**config.mk**
```make
export PLATFORM = sky130hd
export DESIGN_NAME = hilo_muldiv_unit
export DESIGN_NICKNAME = d
export VERILOG_FILES = /design/src/rtl/hilo_muldiv_unit.sv
export SDC_FILE = /design/constraint.sdc
export NUM_CORES = 1
export LEC_CHECK = 0
export BUFFER_PORTS_ARGS = -buffer_cell sky130_fd_sc_hd__buf_2
export CORE_ASPECT_RATIO = 0.9
export CORE_MARGIN = 2
export CORE_UTILIZATION = 45
export DETAILED_ROUTE_END_ITERATION = 8
export HOLD_SLACK_MARGIN = 0.1
export PLACE_DENSITY_LB_ADDON = 0.2
export SYNTH_ARGS = -nofsm -noshare
export SYNTH_HDL_FRONTEND = slang
export SYNTH_SLANG_ARGS = --single-unit
```
**constraint.sdc**
```tcl
create_clock -name CLK -period 8.5 [get_ports CLK]
set_input_delay 0.425 -clock CLK [delete_from_list [all_inputs] [get_ports CLK]]
set_output_delay 0.425 -clock CLK [all_outputs]
set_load 0.01 [all_outputs]
```
**src/rtl/hilo_muldiv_unit.sv**
```systemverilog
// hilo_muldiv_unit
// Owns the HI/LO register pair. Executes MULT/MULTU/DIV/DIVU iteratively
// (one bit per clock), MTHI/MTLO in a single cycle, and returns HI/LO for
// MFHI/MFLO.
//
// Optional macro: HILO_EARLY_OUT_EN
//   Defined   - a multiply stops once no set multiplier bits remain, and a
//               divide with a zero dividend skips straight to FIX.
//   Undefined - every multiply/divide takes ITER+1 Busy cycles.
//
// Ports:
//   CLK       system clock, rising edge
//   RST       asynchronous active-low reset
//   Valid     Ins is live this cycle
//   Op, Func  Ins[31:26], Ins[5:0]
//   Rdata1/2  rs / rt operands
//   Busy      multiply/divide in flight
//   Stall     hold PC/ID (combinational)
//   HiLoData  HI for MFHI, LO for MFLO, else 0
//   Hi, Lo    HI/LO registers (trace)
module hilo_muldiv_unit #(
  parameter int ITER = 32
) (
  input  logic        CLK,
  input  logic        RST,
  input  logic        Valid,
  input  logic [5:0]  Op,
  input  logic [5:0]  Func,
  input  logic [31:0] Rdata1,
  input  logic [31:0] Rdata2,
  output logic        Busy,
  output logic        Stall,
  output logic [31:0] HiLoData,
  output logic [31:0] Hi,
  output logic [31:0] Lo
);

  localparam logic [5:0] R_FORM  = 6'h00;
  localparam logic [5:0] F_MFHI  = 6'h10;
  localparam logic [5:0] F_MTHI  = 6'h11;
  localparam logic [5:0] F_MFLO  = 6'h12;
  localparam logic [5:0] F_MTLO  = 6'h13;
  localparam logic [5:0] F_MULT  = 6'h18;
  localparam logic [5:0] F_MULTU = 6'h19;
  localparam logic [5:0] F_DIV   = 6'h1A;
  localparam logic [5:0] F_DIVU  = 6'h1B;

  localparam logic [1:0] S_IDLE = 2'd0;
  localparam logic [1:0] S_RUN  = 2'd1;
  localparam logic [1:0] S_FIX  = 2'd2;

  localparam int CW = $clog2(ITER + 1);

  logic [1:0]    r_state;
  logic [CW-1:0] r_cnt;
  logic [31:0]   r_hi, r_lo;
  // Multiply: r_acc = running product, r_a = shifted multiplicand,
  //           r_b = multiplier shifting right.
  // Divide:   r_acc = {remainder, dividend/quotient}, r_b = divisor.
  logic [63:0]   r_acc;
  logic [63:0]   r_a;
  logic [31:0]   r_b;
  logic          r_div, r_neg_q, r_neg_r, r_dz;
  logic [31:0]   r_dvd;

  logic        w_rform, w_hilo, w_md, w_signed, w_isdiv, w_go, w_early, w_last;
  logic [31:0] w_abs1, w_abs2;
  logic [63:0] w_mul_acc, w_div_acc;
  logic [33:0] w_diff;

  assign w_rform  = (Op == R_FORM);
  assign w_md     = w_rform && (Func == F_MULT || Func == F_MULTU ||
                                Func == F_DIV  || Func == F_DIVU);
  assign w_hilo   = w_md || (w_rform && (Func == F_MFHI || Func == F_MTHI ||
                                         Func == F_MFLO || Func == F_MTLO));
  assign w_signed = (Func == F_MULT) || (Func == F_DIV);
  assign w_isdiv  = (Func == F_DIV)  || (Func == F_DIVU);

  assign Busy  = (r_state != S_IDLE);
  assign Stall = Valid && Busy && w_hilo;
  // Commands only act while idle; a busy HI/LO command is stalled instead.
  assign w_go  = Valid && !Busy;

  assign w_abs1 = (w_signed && Rdata1[31]) ? (32'd0 - Rdata1) : Rdata1;
  assign w_abs2 = (w_signed && Rdata2[31]) ? (32'd0 - Rdata2) : Rdata2;

  // Shift-add multiply step.
  assign w_mul_acc = r_b[0] ? (r_acc + r_a) : r_acc;

  // Restoring divide step: trial-subtract divisor from {R, next dividend bit}.
  assign w_diff    = {1'b0, r_acc[63:32], r_acc[31]} - {2'b00, r_b};
  assign w_div_acc = w_diff[33] ? {r_acc[62:0], 1'b0}
                                : {w_diff[31:0], r_acc[30:0], 1'b1};

`ifdef HILO_EARLY_OUT_EN
  // Divide: an all-zero {R,Q} can only yield 0/0; divide-by-zero is
  // overridden in FIX anyway. Multiply: no multiplier bits left after this step.
  assign w_early = r_div ? (r_acc == 64'd0) : (r_b[31:1] == 31'd0);
`else
  assign w_early = 1'b0;
`endif

  assign w_last = (r_cnt == CW'(ITER - 1)) || w_early;

  always_ff @(posedge CLK or negedge RST) begin
    if (!RST) begin
      r_state <= S_IDLE;
      r_cnt   <= '0;
      r_hi    <= '0;
      r_lo    <= '0;
      r_acc   <= '0;
      r_a     <= '0;
      r_b     <= '0;
      r_div   <= 1'b0;
      r_neg_q <= 1'b0;
      r_neg_r <= 1'b0;
      r_dz    <= 1'b0;
      r_dvd   <= '0;
    end else begin
      case (r_state)
        S_IDLE: begin
          if (w_go && w_md) begin
            r_state <= S_RUN;
            r_cnt   <= '0;
            r_div   <= w_isdiv;
            r_acc   <= w_isdiv ? {32'd0, w_abs1} : 64'd0;
            r_a     <= {32'd0, w_abs1};
            r_b     <= w_abs2;
            // Quotient/product sign; remainder follows the dividend.
            r_neg_q <= w_signed && (Rdata1[31] ^ Rdata2[31]);
            r_neg_r <= w_signed && Rdata1[31];
            r_dz    <= (Rdata2 == 32'd0);
            r_dvd   <= Rdata1;
          end else if (w_go && w_rform && Func == F_MTHI) begin
            r_hi <= Rdata1;
          end else if (w_go && w_rform && Func == F_MTLO) begin
            r_lo <= Rdata1;
          end
        end
        S_RUN: begin
          r_cnt <= r_cnt + CW'(1);
          if (r_div) begin
            r_acc <= w_div_acc;
          end else begin
            r_acc <= w_mul_acc;
            r_a   <= {r_a[62:0], 1'b0};
            r_b   <= {1'b0, r_b[31:1]};
          end
          if (w_last) r_state <= S_FIX;
        end
        S_FIX: begin
          r_state <= S_IDLE;
          if (!r_div) begin
            {r_hi, r_lo} <= r_neg_q ? (64'd0 - r_acc) : r_acc;
          end else if (r_dz) begin
            r_hi <= r_dvd;
            r_lo <= 32'hFFFF_FFFF;
          end else begin
            r_lo <= r_neg_q ? (32'd0 - r_acc[31:0])  : r_acc[31:0];
            r_hi <= r_neg_r ? (32'd0 - r_acc[63:32]) : r_acc[63:32];
          end
        end
        default: r_state <= S_IDLE;
      endcase
    end
  end

  always_comb begin
    HiLoData = 32'd0;
    if (w_go && w_rform && Func == F_MFHI) HiLoData = r_hi;
    else if (w_go && w_rform && Func == F_MFLO) HiLoData = r_lo;
  end

  assign Hi = r_hi;
  assign Lo = r_lo;

endmodule
```
==> run_results.csv <==
group,metric,value,unit
placed_design,place_hpwl,65360,um
route,vias_per_cell,6.306,
worst_setup_path,worstSetupPathType,"reg2reg",
logic_synthesis,ys_seq_area_share,30.72,%
floorplanning,die-height,213.0,um
power,internal_power,4.022,mW
power,swShare,45.74,%
timing,whs,0.1518,ns
timing,fin_setup_tns,0,ns
final_layout,antenna_cells,0,
clock_network,cts-htree-levels,2,
logic_synthesis,synthCells,2867,
worst_setup_path,start_kind,"register",
timing,setup_viol,0,
placed_design,dp_slack,4.117,ns
power,power,7.413,mW
logic_synthesis,ys_warn_count,0,
clock_network,cts_buffer_depth,3,
power,leakage,10.34,nW
power,power_frac_seq,28.4,%
global_routing,grt_antenna_before_repair,1,
route,avgRoutedWirePerCell,24.51,um
run,cap_violations,0,
timing,grt_setup_unrepaired,"false",
floorplanning,die_x,236.2,um
timing,hold_viol,0,
global_routing,overflow,0,
timing,slew_headroom,15.53,%
global_routing,grt_max_degree,99,
clock_network,cts_hold_buf,1,
final_layout,area_delta_synth_final,11.53,%
clock_network,clock-root-buffer,"clkbuf_16",
logic_synthesis,syn_area_per_cell,7.614,sq um
clock_network,cts_resized,0,
route,vias,22510,
timing,finalMaxSlewViolations,0,
logic_synthesis,synth-edff-count,0,
floorplanning,rows,76,
power,ir_worst_vdd,0.1644,mV
logic_synthesis,yosysUniqueCellTypes,75,
clock_network,clock_latency,0.58,ns
worst_setup_path,arrival,5.00,ns
power,clkPwrFrac,22.8,%
logic_synthesis,synth_fp_nets,3048,
floorplanning,io_pins,177,
final_layout,nNetsFinal,3099,
worst_setup_path,cp.required,8.95,ns
logic_synthesis,synth_area_leaders,"dfrtp_1 31%, nand2_1 7.4%, o21ai_0 7.2%, ha_1 5.7%, a21oi_1 5.5%",
timing,tightest_slew,1.264,ns
timing,min_period_over_period,53.60,%
power,p_sw,3.391,mW
clock_network,clkTransAtPathRegs,0.06,ns
worst_setup_path,cp_max_fo,7,
timing,skew,0.03253,ns
floorplanning,start_util,45.55,%
clock_network,cts_tree,"done",
power,p_per_area,304.5,mW/mm^2
timing,clock.fmax,219.5,MHz
route,drc,0,
logic_synthesis,synth_async_sr_flop_share,100.0,%
logic_synthesis,ys.flop_type,"dfrtp_1",
placed_design,port_buffers,176,
route,firstDrtPassIters,6,
min_path,hold_class,"in2reg",
logic_synthesis,ys_ff_latch,268,
placed_design,place_congestion,0.9904,
timing,finalCriticalPeriod,4.556,ns
global_routing,grt_first_pass_wirelength,132500,um
final_layout,drive_gt1_share,10.19,%
route,drt_iter0_markers,2315,
timing,setup_ws,3.944,ns
worst_setup_path,cp-end-kind,"register",
power,p_comb_share,48.8,%
logic_synthesis,netlist_area,0.02183,sq mm
final_layout,fillers,4783,
global_routing,track_usage,34.23,%
global_routing,grt_pass1_vias,21440,
route,route.antenna.remaining_nets,0,
logic_synthesis,synth_top_area_share,30.72,%
floorplanning,core_area,0.04793,sq mm
clock_network,cts_sinks,268,
clock_network,postCtsSetupBuffers,0,
route,wirelength,87470,um
floorplanning,dieArea,0.05029,sq mm
clock_network,cts_made_buffers,35,
run_status,outcome,"finished clean",
logic_synthesis,synth_area_leader_cell,"dfrtp_1",
-- flip-flops by register name, summed over array words and instances, names as in the netlist --
signal and cells:
r_cnt 6, r_neg_r 1, Lo 32, r_a 64, r_dz 1, r_div 1, r_b 32, r_dvd 32
r_acc 64, r_neg_q 1, Hi 32, r_state 2
-- area by class of cell --
| cell class | count | area (sq um) | share of cell area, % |
|---|---|---|---|
| well taps | 624 | 780.7 | 3.207 |
| clock inverters | 12 | 229.0 | 0.9404 |
| multi-input cells | 2326 | 14120 | 58.01 |
| repair buffers | 211 | 1156 | 4.748 |
| flip-flops and latches | 268 | 6711 | 27.57 |
| inverters | 76 | 285.3 | 1.172 |
| clock buffers | 52 | 1061 | 4.358 |
-- kinds of logic (layout without fill, tap and decap cells) --
group | Yosys count | count (layout) | synth area share (%)
xor+xnor | 192 | 192 | 7.703
flops | 268 | 268 | 30.72
mux | 76 | 76 | 3.491
simple gates | 986 | 986 | 19.91
buf+inv | 273 | 351 | 4.792
compound gates | 970 | 970 | 27.47
fa+ha+maj | 102 | 102 | 5.915
-- layout by cell type, fill, tap and decap left out, drive strengths merged, types with 30 or more instances in the layout --
master / Yosys / layout
xnor2: 126 / 126
nand3: 62 / 62
o21ai: 317 / 317
a21o: 30 / 30
xor2: 66 / 66
nand2: 433 / 433
dfrtp: 268 / 268
buf: 25 / 210
o31ai: 32 / 32
inv: 76 / 77
mux2i: 75 / 75
o211ai: 51 / 51
clkbuf: 172 / 52
o21a: 34 / 34
nor2: 267 / 267
a21oi: 242 / 242
nor3: 46 / 46
ha: 100 / 100
o22ai: 42 / 42
-- worst max-delay path: stages (launching register included) --
cell and delay, ns:
dfrtp_1 0.47, ha_1 0.40, a211oi_1 0.25, o21bai_1 0.14
a221oi_1 0.51, a2111oi_0 0.29, a2111oi_0 0.80, nor2_1 0.20
a21oi_1 0.47, o21ai_0 0.33, xor2_1 0.22, a221o_1 0.34
-- cells in the mapped netlist (11+ instances only) --
cell type,instances
xor2_1,66
inv_1,76
nor4_1,17
xnor2_1,126
a22oi_1,20
o22ai_1,42
a211oi_1,25
mux2i_1,75
a21oi_1,242
nor2b_1,21
a221oi_1,15
nand2_1,433
clkbuf_1,171
buf_1,19
a221o_1,11
nor3_1,46
nand4_1,29
o21bai_1,17
or3_1,23
o21ai_0,313
nor2_1,267
and3_1,16
ha_1,100
nand3_1,62
o31ai_1,31
o221ai_1,29
o41ai_1,12
o21a_1,34
o211ai_1,51
nand2b_1,17
a21o_1,30
and2_1,12
a31oi_1,26
dfrtp_1,268
-- path summary, 6_finish.rpt --
check / to / slack, ns / cells past startpoint / startpoint
min reg2reg: r_dvd[5] / 0.48 / 2 / r_dvd[5]
max in group asynchronous: r_dz / 5.92 / 4 / RST
min: r_dvd[17] / 0.15 / 3 / Rdata1[17]
max: r_acc[53] / 3.94 / 11 / r_acc[8]
min in group asynchronous: Lo[26] / 0.45 / 2 / RST
max reg2reg: r_acc[53] / 3.94 / 11 / r_acc[8]
-- metal layers --
layer  part of all wire (%)  wire length (um)  up-vias  GRT usage, %
li1                       -                 -    10450             -
met1                     43             37200    10780         45.40
met2                     45             39670     1075         56.17
met3                    8.0              6974      199         5.081
met4                    4.1              3628        0         14.16
met5                      0                 0        -             0
-- metrics by stage --
| stage | utilization [%] | cell area [sq um] | std cells |
|---|---|---|---|
| global placement | 48.09 | 23050 | 3504 |
| global route | 50.80 | 24350 | 3569 |
| detailed placement | 48.09 | 23050 | 3504 |
| floorplan | - | 21830 | 2867 |
| CTS | 50.80 | 24350 | 3569 |
| finish | 50.80 | 24350 | 3569 |
-- power by group through the flow --
| stage | clock, mW | combinational, mW | sequential, mW |
|---|---|---|---|
| after CTS | 1.71 | 3.57 | 2.08 |
| final | 1.69 | 3.62 | 2.11 |
| after global placement | 0 | 3.54 | 2.09 |
| after detailed placement | 0 | 3.54 | 2.10 |
| after global routing | 1.76 | 3.95 | 2.13 |
| after floorplan | 0 | 2.58 | 1.87 |
Note: power is estimated with default switching activity, not from simulation.
